--- src/rtl/approx_sub_pipe.sv ---
// approx_sub_pipe: two-stage pipelined approximate subtractor D = A - B.
//
// The low WIDTH-APPROX_BITS bits are subtracted exactly and report their
// borrow on Bout. The top APPROX_BITS bits use the borrow-free rule
// D[i] = A[i] & ~B[i]. An exact difference is computed alongside, and
// err_flag marks results that differ from it. Two saturating counters
// track output transfers and erroneous transfers.
//
// Ports:
//   clk, rst_n               clock (rising edge), async active-low reset
//   in_valid / in_ready      upstream handshake for A, B
//   A, B                     minuend, subtrahend (WIDTH bits)
//   out_valid / out_ready    downstream handshake for D, Bout, err_flag
//   D                        approximate difference (WIDTH bits)
//   Bout                     borrow out of the exact low field
//   err_flag                 D differs from (A - B) mod 2^WIDTH
//   clr_stats                synchronous clear of both counters
//   err_count, sample_count  saturating statistics (CNT_W bits)
module approx_sub_pipe #(
    parameter int WIDTH       = 8,
    parameter int APPROX_BITS = 3,
    parameter int CNT_W       = 16
) (
    input  logic             clk,
    input  logic             rst_n,
    input  logic             in_valid,
    output logic             in_ready,
    input  logic [WIDTH-1:0] A,
    input  logic [WIDTH-1:0] B,
    output logic             out_valid,
    input  logic             out_ready,
    output logic [WIDTH-1:0] D,
    output logic             Bout,
    output logic             err_flag,
    input  logic             clr_stats,
    output logic [CNT_W-1:0] err_count,
    output logic [CNT_W-1:0] sample_count
);

    // Width of the exactly-subtracted low field.
    localparam int               L       = WIDTH - APPROX_BITS;
    localparam logic [WIDTH-1:0] LO_MASK = {WIDTH{1'b1}} >> APPROX_BITS;
    localparam logic [CNT_W-1:0] CNT_MAX = {CNT_W{1'b1}};

    // Reset is asserted asynchronously but released on a clock edge, so
    // every flop below leaves reset in the same cycle.
    logic rst_meta;
    logic rst_sync_n;

    // NOTE: sequential state always uses non-blocking (<=) assignments so
    // every flop samples pre-edge values regardless of block ordering.
    always_ff @(posedge clk or negedge rst_n) begin
        if (!rst_n) begin
            rst_meta   <= 1'b0;
            rst_sync_n <= 1'b0;
        end else begin
            rst_meta   <= 1'b1;
            rst_sync_n <= rst_meta;
        end
    end

    // Stage registers.
    logic             s1_valid;
    logic [WIDTH-1:0] s1_a;
    logic [WIDTH-1:0] s1_b;
    logic             s2_valid;

    logic s2_free;
    logic in_fire;
    logic out_fire;

    assign s2_free   = !s2_valid || out_ready;
    // Held low while reset is active or not yet released.
    assign in_ready  = rst_sync_n && (!s1_valid || s2_free);
    assign in_fire   = in_valid && in_ready;
    assign out_valid = s2_valid;
    assign out_fire  = s2_valid && out_ready;

    // Datapath from S1 into S2.
    logic [WIDTH-1:0] lo_a;
    logic [WIDTH-1:0] lo_b;
    logic [WIDTH-1:0] lo_diff;
    logic [WIDTH-1:0] exact;
    logic [WIDTH-1:0] approx;
    logic             lo_borrow;

    // NOTE: every signal assigned in always_comb receives a value on every
    // path (here via the unconditional loop) so no latch is inferred.
    always_comb begin
        lo_a      = s1_a & LO_MASK;
        lo_b      = s1_b & LO_MASK;
        // Only bits below L of this difference are used; the masked
        // operands make them the exact low-field difference mod 2^L.
        lo_diff   = lo_a - lo_b;
        lo_borrow = lo_a < lo_b;
        exact     = s1_a - s1_b;
        for (int i = 0; i < WIDTH; i++) begin
            approx[i] = (i < L) ? lo_diff[i] : (s1_a[i] & ~s1_b[i]);
        end
    end

    // NOTE: data registers are reset too, so outputs read 0 out of reset
    // rather than X; there is no memory array here that would forbid it.
    always_ff @(posedge clk or negedge rst_sync_n) begin
        if (!rst_sync_n) begin
            s1_valid <= 1'b0;
            s1_a     <= '0;
            s1_b     <= '0;
            s2_valid <= 1'b0;
            D        <= '0;
            Bout     <= 1'b0;
            err_flag <= 1'b0;
        end else begin
            // S1 loads on an input handshake, empties when S2 takes it.
            if (in_fire) begin
                s1_valid <= 1'b1;
                s1_a     <= A;
                s1_b     <= B;
            end else if (s2_free) begin
                s1_valid <= 1'b0;
            end

            // S2 moves whenever its current result has gone or never was.
            if (s2_free) begin
                s2_valid <= s1_valid;
                if (s1_valid) begin
                    D        <= approx;
                    Bout     <= lo_borrow;
                    err_flag <= (approx != exact);
                end
            end
        end
    end

    // Statistics: clear has priority over a same-cycle transfer.
    always_ff @(posedge clk or negedge rst_sync_n) begin
        if (!rst_sync_n) begin
            err_count    <= '0;
            sample_count <= '0;
        end else if (clr_stats) begin
            err_count    <= '0;
            sample_count <= '0;
        end else if (out_fire) begin
            if (sample_count != CNT_MAX) begin
                sample_count <= sample_count + 1'b1;
            end
            if (err_flag && (err_count != CNT_MAX)) begin
                err_count <= err_count + 1'b1;
            end
        end
    end

endmodule

--- config.mk ---
export PLATFORM = sky130hd
export DESIGN_NAME = approx_sub_pipe
export DESIGN_NICKNAME = d
export VERILOG_FILES = /design/src/rtl/approx_sub_pipe.sv
export SDC_FILE = /design/constraint.sdc
export NUM_CORES = 1
export LEC_CHECK = 0
export BUFFER_PORTS_ARGS = -buffer_cell sky130_fd_sc_hd__clkbuf_2
export CAP_MARGIN = 0
export CELL_PAD_IN_SITES_DETAIL_PLACEMENT = 1
export CELL_PAD_IN_SITES_GLOBAL_PLACEMENT = 1
export CORE_UTILIZATION = 35
export CTS_CLUSTER_SIZE = 24
export DETAILED_ROUTE_END_ITERATION = 12
export MAX_ROUTING_LAYER = met4
export PLACE_DENSITY_LB_ADDON = 0.3
export REMOVE_ABC_BUFFERS = 1
export SLEW_MARGIN = 5
export SYNTH_ARGS = -nofsm -noshare
export SYNTH_HDL_FRONTEND = slang
export SYNTH_SLANG_ARGS = --single-unit
--- constraint.sdc ---
create_clock -name clk -period 2.6 [get_ports clk]
set_input_delay 0.78 -clock clk [delete_from_list [all_inputs] [get_ports clk]]
set_output_delay 0.78 -clock clk [all_outputs]
set_load 0.01 [all_outputs]
==> impl_metrics.ini, run 1 <==
[clocking]
numClockSinks = 62
cts_buffer_depth = 2
worstSkewPairLatency_ns = 0.33
worst_setup_hold_path_clk_slew_ns = 0.06
h_tree_levels = 3
cts_repair_resize_count = 0
post_cts_hold_buffer_count = 0
cts_made_buffers = 9
postCtsSetupRepairBufs = 0
clock_tree_from_tritoncts = done
cts_root_buffer = clkbuf_8

[sta]
rsz0062_at_grt = no
finalHoldWorstSlack_ns = 0.2239
report.final.setup_viol = 0
worst_slew_margin_relative_to_its_limit = 0.4949
slew_viol_final = 0
period_needed_ns = 2.222
hold_viol = 0
final.setup.tns_ns = 0
fmax_ghz = 0.4500
post_route_skew_ns = 0.007369
period_share = 0.8546
transition_time_at_the_pin_with_the_least_slew_margin_ns = 0.7576

[synthesis]
mux_cell_area_share_after_synthesis = 0.07650
yosys_register_bits = 62
yosys.cell_types.count = 44
synth_top_family_by_area = simple AND/OR/NAND/NOR gates
synthTopCellsByCount = dfrtp_1, nor2_1, xor2_1
synth.top_cell.area_share = 0.4840
yosys.area_share.xor_xnor = 0.09563
synth.most_common_cell = dfrtp_1
synth-seq-area-share = 0.4840
synth_edf_count = 0
dominantRegCellSynth = dfrtp_1
synth_cells = 296
ys.warnings.count = 0
synth.top_cells.by_area = dfrtp_1, xor2_1, nor2_1, ha_1, mux2_1
post_synth_instance_area_um2 = 3206
post-synth-top-area-cell = dfrtp_1
synth-adder-area-share = 0.04528
synthesis.area_per_instance_um2 = 10.83
synth_compound_area_frac = 0.1038
synthSimpleGateAreaFrac = 0.1643
postSynth.asyncResetShare = 1.000

[die]
core_region_area_um2 = 8806
start_util = 0.3640
dieHeight_um = 97.70
chipWidth_um = 97.70
io-pin-count = 65
placementRows = 34
design.die.area_um2 = 9545

[power_and_ir_drop]
intPower_w = 0.001846
sequentialPowerShare = 0.449
combPwrFrac = 0.222
pwr_density_cell_nw_per_um2 = 676.6
net-switching-power_w = 0.0007526
cellLeakagePower_nw = 1.896
vdd_drop_max_mv = 0.3928
switching_share_of_power = 0.2897
power_frac_clock = 0.329

[finish]
layout-area-overhead-vs-synth_pct = 19.79
multi_input_gate_area_in_the_final_layout_um2 = 1560
n_fill_cell = 1011
n_antenna_cell = 0
post-route-util = 0.4361
layout-drive-gt1-share = 0.2745
seq_cell_area_um2 = 1553
nets = 395

[grt]
grt_start_max_net_pins = 61
grt.total_usage = 0.1639
global_route_wire_length_before_repair_mm = 11.94
grt_pass1_vias = 2435
overflow = 0
initial_antenna_violation_count = 0

[placement]
dpl.hpwl_mm = 5.012
gpl.final_weighted_congestion = 0.7661
port_buffers = 64

[routing]
detail_route.first_pass.iterations = 8
mean_routed_wirelength_per_cell_um = 14.59
ant_nets = 0
postRouteWirelength_mm = 6.943
vias_per_cell = 5.084
remaining_drc_errors = 10
drt_first_iter_violations = 71
vias = 2420

[critical_path]
worst_path_largest_cell_delay_ns = 0.20
crit_path_cells = clkbuf_2, nand3b_1, and2_1, clkbuf_2
cp_slowest_cell = and2_1
required_ns = 1.82
setup.worst_path.start_class = input pin
cp_common_cell = clkbuf_2
criticalPathCategory = input pin to output port
critical_path_endpoint_category = output port
crit_arrival_ns = 1.44
critical_path_peak_fanout = 8

[min_path]
min-delay-path-class = input pin to asynchronous set/reset pin

[run]
drv_cap = 0

[outcome]
failed_checks = design-rule violations
outcome = finished with violations
==> kinds of logic after synthesis <==
logic type,count (synthesis)
simple gates,97
flops,62
compound gates,45
xor+xnor,35
buf+inv,23
mux,22
fa+ha+maj,11
other cells,1
==> state kept, by name (all words and copies together) (netlist names) <==
register,count
Bout,1
D,8
err_count,16
err_flag,1
out_valid,1
rst_meta,1
rst_sync_n,1
s1_a,8
s1_b,8
s1_valid,1
sample_count,16
==> worst max-delay path: cells and delay by family <==
family,cells,cell delay [ns]
buf+inv,2,0.27
simple gates,2,0.39
==> final timing paths <==
check,start,to,slack (ns),cells past startpoint
worst min-delay path,rst_n,rst_meta,0.22,1
worst max register to register,s1_a[0],err_flag,0.57,9
max in group asynchronous,rst_sync_n,err_count[2],1.66,1
min in group clk,rst_meta,rst_sync_n,0.37,0
worst min register to register,rst_meta,rst_sync_n,0.37,0
worst max-delay path,out_ready,in_ready,0.38,4
==> power by group through the flow <==
stage / Sequential [W] / Clock [W] / Combinational (W)
5_1_grt: 0.00118 / 0.000939 / 0.000655
6_report: 0.00117 / 0.000855 / 0.000577
2_1_floorplan: 0.00121 / 0 / 0.000354
3_5_place_dp: 0.00118 / 0 / 0.000593
4_1_cts: 0.00117 / 0.000894 / 0.000597
3_3_place_gp: 0.00118 / 0 / 0.000571
==> layer usage <==
layer | vias to the layer above | track usage | wire (um)
met4 | 0 | 0.04196 | 65
met3 | 6 | 0.04820 | 302
met5 | - | - | 0
li1 | 1171 | - | -
met1 | 1196 | 0.1951 | 3091
met2 | 47 | 0.2717 | 3484
==> cells in the final DEF, fill, tap and decap left out, types with 2 or more instances in the layout <==
master     synthesis  routed
xor2_1            26      26
clkinv_2           0       3
inv_1              9       9
o211ai_1           5       5
nand2b_1           4       4
dfrtp_1           62      61
xnor2_1            9       9
clkbuf_8           0      11
clkinv_1           2       2
o21ai_0            9       9
ha_1              10      10
o21ai_1            2       2
mux2i_1            2       2
o21bai_1           3       3
mux2_1            10      10
and3_1             6       6
nand4b_1           2       2
o2111ai_1          7       7
nand4_1            5       5
a21oi_1            4       4
a21o_1             4       4
buf_4              1       4
nor3_1             3       3
nand3_1            5       5
and4_1             8       8
nor2_1            34      34
and2_1             5       5
mux2_2            10      10
nor2b_1            2       2
a31oi_1            3       3
nand2_1           16      16
clkbuf_2           0      64
o211ai_2           3       3
nand4_2            2       2
or3_1              2       2
==> per-stage QoR <==
stage	power (W)	std cells	instance area, um2	setup WS [ns]
floorplan	0.001563	284	3153	-0.2288
detailed placement	0.001776	460	3640	0.3857
global placement	0.001750	460	3640	0.3915
finish	0.002598	476	3840	0.3780
CTS	0.002658	476	3840	0.3781
global route	0.002773	476	3840	0.3392
==> layout make-up <==
class | instances | area share
multi-input cells | 211 | 0.4063
flip-flops and latches | 62 | 0.4044
repair buffers | 68 | 0.09123
clock buffers | 12 | 0.04040
well taps | 108 | 0.03519
clock inverters | 4 | 0.01173
inverters | 11 | 0.01075
No activity file was read; power rests on OpenSTA's default activity.
==> run 2: changes to the inputs <==
Settings changed: BUFFER_PORTS_ARGS -buffer_cell sky130_fd_sc_hd__clkbuf_2 to -buffer_cell sky130_fd_sc_hd__buf_2, SETUP_SLACK_MARGIN set to 0.5.
==> impl_metrics.ini, run 2 (same netlist as run 1, synthesis figures left out) <==
[critical_path]
crit_arrival_ns = 1.33
criticalPathCategory = input pin to output port
critical_path_peak_fanout = 2
required_ns = 1.82
critical_path_endpoint_category = output port
setup.worst_path.start_class = input pin

[sta]
rsz0062_at_grt = yes
transition_time_at_the_pin_with_the_least_slew_margin_ns = 0.7584
period_share = 0.8096
post_route_skew_ns = 0.009682
period_needed_ns = 2.105
finalHoldWorstSlack_ns = 0.2115
hold_viol = 0
worst_slew_margin_relative_to_its_limit = 0.4944
report.final.setup_viol = 0
fmax_ghz = 0.4751
final.setup.worst_slack_ns = 0.4950
slew_viol_final = 0

[clocking]
h_tree_levels = 3
worstSkewPairLatency_ns = 0.34
cts_made_buffers = 9
post_cts_hold_buffer_count = 0
cts_buffer_depth = 2
numClockSinks = 62
cts_root_buffer = clkbuf_8
clock_tree_from_tritoncts = done
worst_setup_hold_path_clk_slew_ns = 0.07

[finish]
n_antenna_cell = 0
commonest_non_fill_non_tap_cell_in_the_layout = buf_2
n_fill_cell = 1012
final_cell_mix = buf_2, dfrtp_1, nor2_1
layout-drive-gt1-share = 0.2818
nets = 396
post-route-util = 0.4362
largest_registers = err_count x16, sample_count x16
final_design_area_no_fill_um2 = 3841
layout-area-overhead-vs-synth_pct = 19.83

[power_and_ir_drop]
pwr_density_cell_nw_per_um2 = 649.0
vdd_drop_max_mv = 0.3769
cellLeakagePower_nw = 1.916
post_route_total_power_w = 0.002493

[die]
placementRows = 34
chipWidth_um = 97.70
io-pin-count = 65
core_region_area_um2 = 8806
dieHeight_um = 97.70
start_util = 0.3640
design.die.area_um2 = 9545

[routing]
vias_per_cell = 5.073
drt_first_iter_violations = 83
vias = 2420
mean_routed_wirelength_per_cell_um = 14.96
ant_nets = 0
postRouteWirelength_mm = 7.138
detail_route.first_pass.iterations = 8
remaining_drc_errors = 10

[outcome]
failed_checks = design-rule violations
outcome = finished with violations

[placement]
gpl.final_weighted_congestion = 0.7631
dpl_cell_area_um2 = 3640
dpl.hpwl_mm = 5.116
post_place_worst_slack_ns = 0.3944
port_buffers = 64

[grt]
initial_antenna_violation_count = 0
overflow = 0
global_route_wire_length_before_repair_mm = 12.50
grt_pass1_vias = 2521
grt.total_usage = 0.1696
grt_start_max_net_pins = 61

[min_path]
min-delay-path-class = input pin to asynchronous set/reset pin

[run]
drv_cap = 0
## run 2: what timing repair did
action / in CTS / in global routing
gates resized for setup: 5 / 2
pin swaps: 1 / 1
setup buffers: 1 / 0
setup endpoints to repair: 1 / 8
## run 2: power breakdown
group          leakage (nW)  internal (W)  switching, W
registers             0.802       0.00108     0.0000779
clock network        0.0861      0.000367      0.000373
logic                  1.03      0.000280      0.000313
## run 2: final timing paths
kind | slack [ns] | from | to | cells past startpoint
setup / recovery | 0.49 | out_ready | in_ready | 4
hold / removal | 0.21 | rst_n | rst_sync_n | 1
setup reg to reg | 0.63 | s1_a[0] | err_flag | 9
hold reg to reg | 0.36 | rst_meta | rst_sync_n | 0
max in group asynchronous | 1.65 | rst_sync_n | err_count[11] | 1
min in group clk | 0.36 | rst_meta | rst_sync_n | 0
## run 2: layer usage
layer | track usage | routed length (um) | vias up
met2 | 0.2755 | 3544 | 48
met4 | 0.04545 | 76 | 0
met1 | 0.2115 | 3228 | 1186
li1 | - | - | 1174
met3 | 0.04101 | 288 | 12
met5 | - | 0 | -
## run 2: cell type report
| cell class | instances | area (um2) | share of cell area |
|---|---|---|---|
| clock buffers | 12 | 145.1 | 0.03779 |
| clock inverters | 4 | 22.52 | 0.005863 |
| inverters | 11 | 41.29 | 0.01075 |
| multi-input cells | 211 | 1570 | 0.4088 |
| flip-flops and latches | 62 | 1553 | 0.4042 |
| well taps | 108 | 135.1 | 0.03518 |
| repair buffers | 69 | 374.1 | 0.09739 |
## run 2: through the flow
step | TNS, ns | instances
final | 0 | 477
after global placement | 0 | 460
after CTS | 0 | 477
after global routing | 0 | 477
after floorplan | -3.523 | 284
after detailed placement | 0 | 460
## run 2: worst max-delay path, stage by stage
cell,delay (ns)
buf_8,0.10
nand3b_1,0.17
and2_4,0.17
buf_6,0.11
